### config.mk
export PLATFORM = sky130hd
export DESIGN_NAME = dds_wave_ctrl
export DESIGN_NICKNAME = d
export VERILOG_FILES = /design/src/rtl/dds_wave_ctrl.sv
export SDC_FILE = /design/constraint.sdc
export NUM_CORES = 1
export LEC_CHECK = 0
export ABC_AREA = 0
export CORE_ASPECT_RATIO = 1.5
export CORE_MARGIN = 2
export CORE_UTILIZATION = 40
export CTS_CLUSTER_DIAMETER = 100
export DETAILED_ROUTE_END_ITERATION = 8
export PLACE_DENSITY = 0.64
export SKIP_CTS_REPAIR_TIMING = 1
export SYNTH_ARGS = -nofsm -noshare
export SYNTH_HDL_FRONTEND = slang
export SYNTH_SLANG_ARGS = --single-unit
### constraint.sdc
create_clock -name clk -period 4.2 [get_ports clk]
set_clock_uncertainty 0.2 [all_clocks]
set_input_delay 0.42 -clock clk [delete_from_list [all_inputs] [get_ports clk]]
set_output_delay 0.42 -clock clk [all_outputs]
set_load 0.05 [all_outputs]
### src/rtl/dds_wave_ctrl.sv
// DDS phase-accumulator controller: steps the phase, addresses a sync sine ROM and
// re-times the returned word into a valid-qualified sample stream. Optional macro: DDS_DITHER_EN.
//
// state   | meaning
// IDLE    | accumulator held at 0, no addresses issued
// RUN     | accumulating, config accepted immediately or deferred to next wrap
// PEND    | accumulating, deferred config held in shadow until the next wrap
module dds_wave_ctrl #(
  parameter int PHASE_WIDTH = 32,
  parameter int ADDR_WIDTH  = 11,
  parameter int DATA_WIDTH  = 8,
  parameter int ROM_LATENCY = 1
) (
  input  logic                   clk,
  input  logic                   rst,
  input  logic                   en,
  input  logic                   cfg_valid,
  output logic                   cfg_ready,
  input  logic [PHASE_WIDTH-1:0] cfg_freq,
  input  logic [PHASE_WIDTH-1:0] cfg_phase,
  input  logic                   cfg_sync,
  output logic [ADDR_WIDTH-1:0]  rom_addr,
  input  logic [DATA_WIDTH-1:0]  rom_data,
  output logic [DATA_WIDTH-1:0]  wave_data,
  output logic                   wave_valid,
  output logic                   cycle_start,
  output logic                   pending
);

  localparam int FRAC_W = PHASE_WIDTH - ADDR_WIDTH;

  typedef enum logic [1:0] {
    ST_IDLE = 2'd0,
    ST_RUN  = 2'd1,
    ST_PEND = 2'd2
  } state_t;

  state_t                  state_q, state_d;
  logic [PHASE_WIDTH-1:0]  acc_q, acc_d;
  logic [PHASE_WIDTH-1:0]  freq_act_q, freq_act_d;
  logic [PHASE_WIDTH-1:0]  phase_act_q, phase_act_d;
  logic [PHASE_WIDTH-1:0]  shd_freq_q, shd_freq_d;
  logic [PHASE_WIDTH-1:0]  shd_phase_q, shd_phase_d;
  logic [ADDR_WIDTH-1:0]   rom_addr_q, rom_addr_d;
  logic                    addr_vld_q, addr_vld_d;
  logic                    addr_wrap_q, addr_wrap_d;
  logic                    carry_q, carry_d;
  logic                    ready_q, ready_d;
  logic [ROM_LATENCY-1:0]  vld_pipe_q, vld_pipe_d;
  logic [ROM_LATENCY-1:0]  wrap_pipe_q, wrap_pipe_d;
  logic [DATA_WIDTH-1:0]   wave_data_q, wave_data_d;
  logic                    wave_valid_q, wave_valid_d;
  logic                    cycle_start_q, cycle_start_d;

  logic                    cfg_fire;
  logic                    issue;
  logic                    step_carry;
  logic [PHASE_WIDTH-1:0]  step_sum;
  logic [PHASE_WIDTH-1:0]  phase_sum;
  logic [ADDR_WIDTH-1:0]   addr_next;
  logic [FRAC_W-1:0]       addr_frac_unused;

  assign cfg_ready   = ready_q & (state_q != ST_PEND);
  assign cfg_fire    = cfg_valid & cfg_ready;
  assign pending     = (state_q == ST_PEND);
  assign rom_addr    = rom_addr_q;
  assign wave_data   = wave_data_q;
  assign wave_valid  = wave_valid_q;
  assign cycle_start = cycle_start_q;
  assign ready_d     = 1'b1;

  assign {step_carry, step_sum} = {1'b0, acc_q} + {1'b0, freq_act_q};

`ifdef DDS_DITHER_EN
  localparam int DITH_LSB = FRAC_W - 16;
  logic [15:0] lfsr_q, lfsr_d;

  // Dither lands just below the address bits so it only perturbs truncation.
  assign phase_sum = acc_q + phase_act_q + (PHASE_WIDTH'(lfsr_q) << DITH_LSB);
  assign lfsr_d    = issue ? ({1'b0, lfsr_q[15:1]} ^ (lfsr_q[0] ? 16'hB400 : 16'h0000))
                           : lfsr_q;

  always_ff @(posedge clk) begin
    if (rst) lfsr_q <= 16'hACE1;
    else     lfsr_q <= lfsr_d;
  end
`else
  assign phase_sum = acc_q + phase_act_q;
`endif

  assign {addr_next, addr_frac_unused} = phase_sum;

  always_comb begin
    state_d     = state_q;
    acc_d       = acc_q;
    freq_act_d  = freq_act_q;
    phase_act_d = phase_act_q;
    shd_freq_d  = shd_freq_q;
    shd_phase_d = shd_phase_q;
    rom_addr_d  = rom_addr_q;
    addr_vld_d  = 1'b0;
    addr_wrap_d = 1'b0;
    carry_d     = 1'b0;
    issue       = 1'b0;

    case (state_q)
      ST_IDLE: begin
        if (cfg_fire) begin
          freq_act_d  = cfg_freq;
          phase_act_d = cfg_phase;
        end
        if (en) begin
          state_d = ST_RUN;
          issue   = 1'b1;
        end
      end
      ST_RUN: begin
        if (!en) begin
          state_d = ST_IDLE;
          acc_d   = '0;
          if (cfg_fire) begin
            freq_act_d  = cfg_freq;
            phase_act_d = cfg_phase;
          end
        end else begin
          issue = 1'b1;
          if (cfg_fire && cfg_sync) begin
            shd_freq_d  = cfg_freq;
            shd_phase_d = cfg_phase;
            state_d     = ST_PEND;
          end else if (cfg_fire) begin
            freq_act_d  = cfg_freq;
            phase_act_d = cfg_phase;
          end
        end
      end
      ST_PEND: begin
        // A stop while waiting still honours the deferred config.
        if (!en) begin
          state_d     = ST_IDLE;
          acc_d       = '0;
          freq_act_d  = shd_freq_q;
          phase_act_d = shd_phase_q;
        end else begin
          issue = 1'b1;
          if (step_carry) begin
            freq_act_d  = shd_freq_q;
            phase_act_d = shd_phase_q;
            state_d     = ST_RUN;
          end
        end
      end
      default: state_d = ST_IDLE;
    endcase

    if (issue) begin
      acc_d       = step_sum;
      rom_addr_d  = addr_next;
      addr_vld_d  = 1'b1;
      addr_wrap_d = carry_q | (state_q == ST_IDLE);
      carry_d     = step_carry;
    end
  end

  generate
    if (ROM_LATENCY > 1) begin : g_pipe
      assign vld_pipe_d  = {vld_pipe_q[ROM_LATENCY-2:0], addr_vld_q};
      assign wrap_pipe_d = {wrap_pipe_q[ROM_LATENCY-2:0], addr_wrap_q};
    end else begin : g_nopipe
      assign vld_pipe_d  = addr_vld_q;
      assign wrap_pipe_d = addr_wrap_q;
    end
  endgenerate

  always_comb begin
    wave_valid_d  = vld_pipe_q[ROM_LATENCY-1];
    cycle_start_d = vld_pipe_q[ROM_LATENCY-1] & wrap_pipe_q[ROM_LATENCY-1];
    wave_data_d   = vld_pipe_q[ROM_LATENCY-1] ? rom_data : wave_data_q;
  end

  always_ff @(posedge clk) begin
    if (rst) begin
      state_q       <= ST_IDLE;
      acc_q         <= '0;
      freq_act_q    <= '0;
      phase_act_q   <= '0;
      shd_freq_q    <= '0;
      shd_phase_q   <= '0;
      rom_addr_q    <= '0;
      addr_vld_q    <= 1'b0;
      addr_wrap_q   <= 1'b0;
      carry_q       <= 1'b0;
      ready_q       <= 1'b0;
      vld_pipe_q    <= '0;
      wrap_pipe_q   <= '0;
      wave_data_q   <= '0;
      wave_valid_q  <= 1'b0;
      cycle_start_q <= 1'b0;
    end else begin
      state_q       <= state_d;
      acc_q         <= acc_d;
      freq_act_q    <= freq_act_d;
      phase_act_q   <= phase_act_d;
      shd_freq_q    <= shd_freq_d;
      shd_phase_q   <= shd_phase_d;
      rom_addr_q    <= rom_addr_d;
      addr_vld_q    <= addr_vld_d;
      addr_wrap_q   <= addr_wrap_d;
      carry_q       <= carry_d;
      ready_q       <= ready_d;
      vld_pipe_q    <= vld_pipe_d;
      wrap_pipe_q   <= wrap_pipe_d;
      wave_data_q   <= wave_data_d;
      wave_valid_q  <= wave_valid_d;
      cycle_start_q <= cycle_start_d;
    end
  end

endmodule

======== Word-level counts from Yosys, hierarchy flattened ========
Index checks and enable logic that the tools add are counted.
cells by class
  bitwise operators ....................... 5
  eq/ne operators ......................... 8
  add/sub/neg operators ................... 2
  muxes and demuxes ....................... 25
  reductions and logical operators ........ 11
operators by type and width
  operator              count
  $mux W32              13
  $pmux W32 S3          2
  $add A32 B32 Y33      1
  $add A32 B32 Y32      1
  $mux W2               5
  $reduce_and A3 Y1     3
  $ne A3 B3 Y1 const B  2
  $pmux W2 S3           1
  $mux W1               4
  $ne A2 B2 Y1 const B  2
  $reduce_or A2 Y1      2
  $and A1 B1 Y1         3
  $ne A3 B2 Y1 const B  1
  $reduce_bool A3 Y1    1
  $reduce_or A3 Y1      1
  $eq A2 B1 Y1 const B  1
  $eq A2 B2 Y1 const B  1
  $logic_not A2 Y1      1
  $ne A2 B1 Y1 const B  1
  $reduce_and A2 Y1     1
  $reduce_bool A2 Y1    1
  $logic_and A1 B1 Y1   1
  $not A1 Y1            1
  $or A1 B1 Y1          1
storage, ports and cells
  input bits .............................. 77
  register bits ........................... 189
  output and inout bits ................... 23
  word-level logic and storage cells ...... 67

======== Longest topological paths before layout ========
  word-level depth ........................ 7
  depth in mapped cells ................... 13
  gate-level depth less buffers ........... 11

======== Worst setup path after synthesis ========
No wires, ideal clock.
  path kind ............................... register -> register
  start ................................... register state_q[0]
  end ..................................... register shd_freq_q[0]
  setup slack ............................. 928 ps
  path buffers ............................ 3
  data arrival time ....................... 3002 ps
  stages on the path, launching flop included .. 11
  data required time ...................... 3930 ps
  period minus slack after synthesis ...... 3272 ps
  setup time .............................. 70 ps
  path through ............................ dfxtp_1 -> inv_1 -> ha_1 -> clkbuf_1 -> nor2b_1 -> and3_1 -> and3_1 -> clkbuf_1 -> buf_1 -> nand2_1 -> a21oi_1
between the ends
  cells in the longest elaborated chain, start to end .. 5
  elaborated cells on any way between the ends .. 6
  those cells by class .................... 2 x eq/ne; 2 x bitwise; 2 x reduce/logical
ends and longest elaborated chain
  element                             RTL line  source
  start: declaration                  38        state_t state_q, state_d;
  start signal: assignment            200       state_q <= state_d;
  $ne A2 B2 Y1                        63        assign cfg_ready = ready_q & (state_q != ST_PEND);
  $and A1 B1 Y1                       63
  via cfg_ready                       18        output logic cfg_ready,
  $and A1 B1 Y1                       64        assign cfg_fire = cfg_valid & cfg_ready;
  $logic_and A1 B1 Y1                 127       if (cfg_fire && cfg_sync) begin
  $reduce_and A3 Y1 (no source line)  --
  end signal: assignment              204       shd_freq_q <= shd_freq_d;
  end: declaration                    42        logic [PHASE_WIDTH-1:0] shd_freq_q, shd_freq_d;
The timed path passes the listed nets, and every way through them passes these cells.
A chain may end at the register's enable or synchronous reset.

======== Worst setup path after layout ========
  start ................................... register acc_q[0]
  end ..................................... register phase_act_q[19]
between the ends
  cells in the longest elaborated chain, start to end .. 3
ends and longest elaborated chain
  element                             RTL line  source
  start: declaration                  39        logic [PHASE_WIDTH-1:0] acc_q, acc_d;
  start signal: assignment            184       acc_q <= '0;
  start signal: assignment            201       acc_q <= acc_d;
  $add A32 B32 Y33                    72        assign {step_carry, step_sum} = {1'b0, acc_q} + {1'b0, freq_act_q};
  $ne A3 B2 Y1 (no source line)       --
  $reduce_and A3 Y1 (no source line)  --
  end signal: assignment              203       phase_act_q <= phase_act_d;
  end: declaration                    41        logic [PHASE_WIDTH-1:0] phase_act_q, phase_act_d;
No other way between the ends.

==> flow_summary_export.csv <==
group,metric,value,unit
critical_path,cp.arrival,3.67,ns
sta,fin_setup_tns,0,ns
global_route,antenna_found_initial,0,
sta,fin_crit_sh,83.7,%
die,core_area,25000,um^2
power_and_ir_drop,seqPwrFrac,42.2,%
cells_and_area,num_antenna_cells,0,
yosys,ys.flop_type,"dfxtp_1",
placement,hpwlAfterDp,18.6,mm
route,drc_errors,0,
sta,worst_slack,0.684,ns
critical_path,worstSetupEndpointType,"flip-flop",
yosys,syn_inst,1171,
global_route,grtUsageTotal,19.3,%
clock_network,cts_sinks,189,
yosys,synth_seq_cells,189,
placement,portBuffers,99,
die,start_util,40.5,%
yosys,avgSynthCellArea,8.62,um^2
route,highest_layer,"met4",
clock_network,root_buffer,"clkbuf_16",
cells_and_area,nNetsFinal,1377,
route,wl_met1,10.8,mm
route,wirelength,25.4,mm
die,die_h,199,um
die,die_area,26600,um^2
route,wl_met3,679,um
yosys,syn-num-nets,1315,
critical_path,critPathMaxFanout,80,
power_and_ir_drop,leakage,0.00440,uW
die,rows,71,
critical_path,r2r_setup_slack,0.68,ns
power_and_ir_drop,vdd_ir_drop_max,0.312,mV
route,final_antenna_net_count,0,
global_route,grt_overflow,0,
sta,tightest_slew,0.856,ns
clock_network,cts.reportedPaths.clkPinSlew,0.08,ns
placement,pre_cts_ws,0.716,ns
placement,gp_congestion,0.964,
global_route,grt_max_degree,81,
sta,finalSetupViolations,0,
clock_network,htree_levels,4,
sta,fin_crit,3.52,ns
yosys,synth_edf_count,0,
route,drtIter0Drc,588,
clock_network,cts_buffers,17,
route,drt-vias-per-instance,5.29,
clock_network,cts_tree,"done",
die,io-pin-count,100,
sta,rsz0062_at_grt,"no",
cells_and_area,area_growth,18.0,%
clock_network,clockBufferDepth,2,
sta,hold_violations,0,
power_and_ir_drop,p_comb_share,22.8,%
route,vias,8327,
power_and_ir_drop,p_switching,1540,uW
cells_and_area,layout-drive-gt1-share,9.47,%
critical_path,crit_type,"reg2reg",
yosys,ys_types,62,
flow_run,maxCapViolations,0,
critical_path,required,4.36,ns
global_route,grt_pass1_wl,40.8,mm
critical_path,startpoint_type,"flip-flop",
global_route,grt_pass1_vias,8069,
sta,whs,0.193,ns
status,status,"completed",
power_and_ir_drop,pwr-share-clk,34.9,%
yosys,synthArstFlopShare,0,%
clock_network,clock_latency,0.44,ns
die,die_w,134,um
power_and_ir_drop,p_int,3360,uW
power_and_ir_drop,powerDensity,411,nW/um^2
sta,slew_viol_final,0,
sta,fmax,284,MHz
power_and_ir_drop,swShare,31.4,%
route,drt_pass1_iterations,4,
yosys,synth_seq_area_share,37.5,%
route,met2_length,12.8,mm
sta,max_slew_margin,42.9,%
route,wl_per_cell,16.1,um
yosys,syn_area,10100,um^2
min_path,hold_path_class,"in2reg",
yosys,yosys_warnings,0,
-- layer usage --
| metal | global-route usage (%) | vias up |
|---|---|---|
| li1 | - | 4282 |
| met1 | 22.1 | 3861 |
| met2 | 34.5 | 136 |
| met3 | 3.36 | 48 |
| met4 | 9.61 | 0 |
| met5 | 0 | - |
-- flip-flops by register name, indices dropped and copies added, names as in the netlist --
signal and cells:
acc_q 32, freq_act_q 32, phase_act_q 32, shd_freq_q 32, shd_phase_q 32, rom_addr 11
wave_data 8, state_q 2, addr_vld_q 1, addr_wrap_q 1, carry_q 1, cycle_start 1
ready_q 1, vld_pipe_q 1, wave_valid 1, wrap_pipe_q 1
-- synthesized netlist by cell type (all sizes together) (2+ instances only) --
cell type | number | area share, %
ha | 66 | 8.2
nand2 | 197 | 7.3
o211ai | 3 | 0.32
o21ai | 46 | 2.3
a311oi | 3 | 0.32
a31oi | 9 | 0.56
and3 | 12 | 0.74
nand3 | 16 | 0.79
and2 | 5 | 0.31
dfxtp | 189 | 37
or3 | 2 | 0.17
xor2 | 11 | 0.95
a221oi | 3 | 0.32
a21o | 17 | 1.3
xnor2 | 18 | 1.6
nor4 | 2 | 0.12
o21bai | 7 | 0.56
nand2b | 6 | 0.37
clkbuf | 45 | 1.7
a41oi | 2 | 0.17
inv | 24 | 0.89
a22o | 2 | 0.17
a211oi | 68 | 8.2
mux2i | 75 | 7.4
nor3b | 3 | 0.22
o31ai | 3 | 0.22
o21a | 6 | 0.45
nand4 | 9 | 0.56
nor2 | 125 | 4.6
nor2b | 7 | 0.43
a2111oi | 2 | 0.17
a22oi | 13 | 0.97
a32o | 3 | 0.30
nor3 | 9 | 0.45
o311ai | 2 | 0.17
o41ai | 2 | 0.17
a21oi | 124 | 6.2
o221ai | 2 | 0.17
buf | 22 | 1.6
-- final timing paths --
kind                     startpoint                      endpoint  cells after the start
max           acc_q[0]$_SDFFE_PP0P_  phase_act_q[19]$_SDFFE_PP0P_                     12
min                             rst   shd_freq_q[16]$_SDFFE_PP0P_                      2
max reg2reg   acc_q[0]$_SDFFE_PP0P_  phase_act_q[19]$_SDFFE_PP0P_                     12
min reg2reg  wrap_pipe_q$_SDFF_PP0_        cycle_start$_SDFF_PP0_                      1
-- worst max-delay path, stage by stage (launching register included) --
cell and delay (ns):
dfxtp_1 0.36, ha_1 0.19, inv_1 0.06, fa_1 0.38, nand2b_1 0.21, a21oi_2 0.29
o211ai_2 0.16, o211ai_2 0.26, a221oi_2 0.14, a311oi_4 0.43, buf_12 0.37, nor2_1 0.11
a211oi_2 0.20
-- metrics by stage --
| stage | total power, uW | util, % | std cells | area (um^2) |
|---|---|---|---|---|
| 6_report | 4900 | 47.8 | 1574 | 11900 |
| 2_1_floorplan | 2910 | - | 1171 | 10100 |
| 4_1_cts | 4950 | 47.8 | 1574 | 11900 |
| 3_5_place_dp | 3230 | 45.3 | 1542 | 11300 |
| 5_1_grt | 5160 | 47.8 | 1574 | 11900 |
| 3_3_place_gp | 3210 | 45.3 | 1542 | 11300 |
-- cells by family after synthesis --
group / share of synthesized area [%]
adders and majority gates: 8.37
and+or+nand+nor: 16.3
buffers and inverters: 4.19
xor gates and xnor gates: 2.51
AOI/OAI and AO/OA: 23.7
muxes: 7.43
DFF: 37.5
-- power by group through the flow --
| stage | clock, uW | combinational, uW | sequential [uW] |
|---|---|---|---|
| after global routing | 1830 | 1240 | 2080 |
| after floorplan | 0 | 806 | 2100 |
| after detailed placement | 0 | 1120 | 2110 |
| after CTS | 1760 | 1130 | 2070 |
| after global placement | 0 | 1100 | 2110 |
| final | 1710 | 1120 | 2070 |
-- area by class of cell --
type | count | area (um^2)
multi-input combinational | 891 | 5920
sequential | 189 | 3780
inverter | 24 | 90.1
clock inverter | 13 | 181
clock buffer | 19 | 433
tap | 328 | 410
timing repair buffer | 110 | 1100
fill | 2375 | 13000
-- cell usage in the layout (no fill, tap or decap), drive strengths merged, types with 5 or more instances in the layout --
cell type,n
nand2,197
dfxtp,189
nor2,125
a21oi,124
clkdlybuf4s50,98
mux2i,75
a211oi,68
ha,66
o21ai,46
inv,29
clkbuf,19
xnor2,18
a21o,17
nand3,16
a22oi,13
and3,12
buf,12
xor2,11
nand4,9
nor3,9
a31oi,9
nor2b,7
o21bai,7
o21a,6
nand2b,6
and2,5
Note: power is estimated with default switching activity, not from simulation.
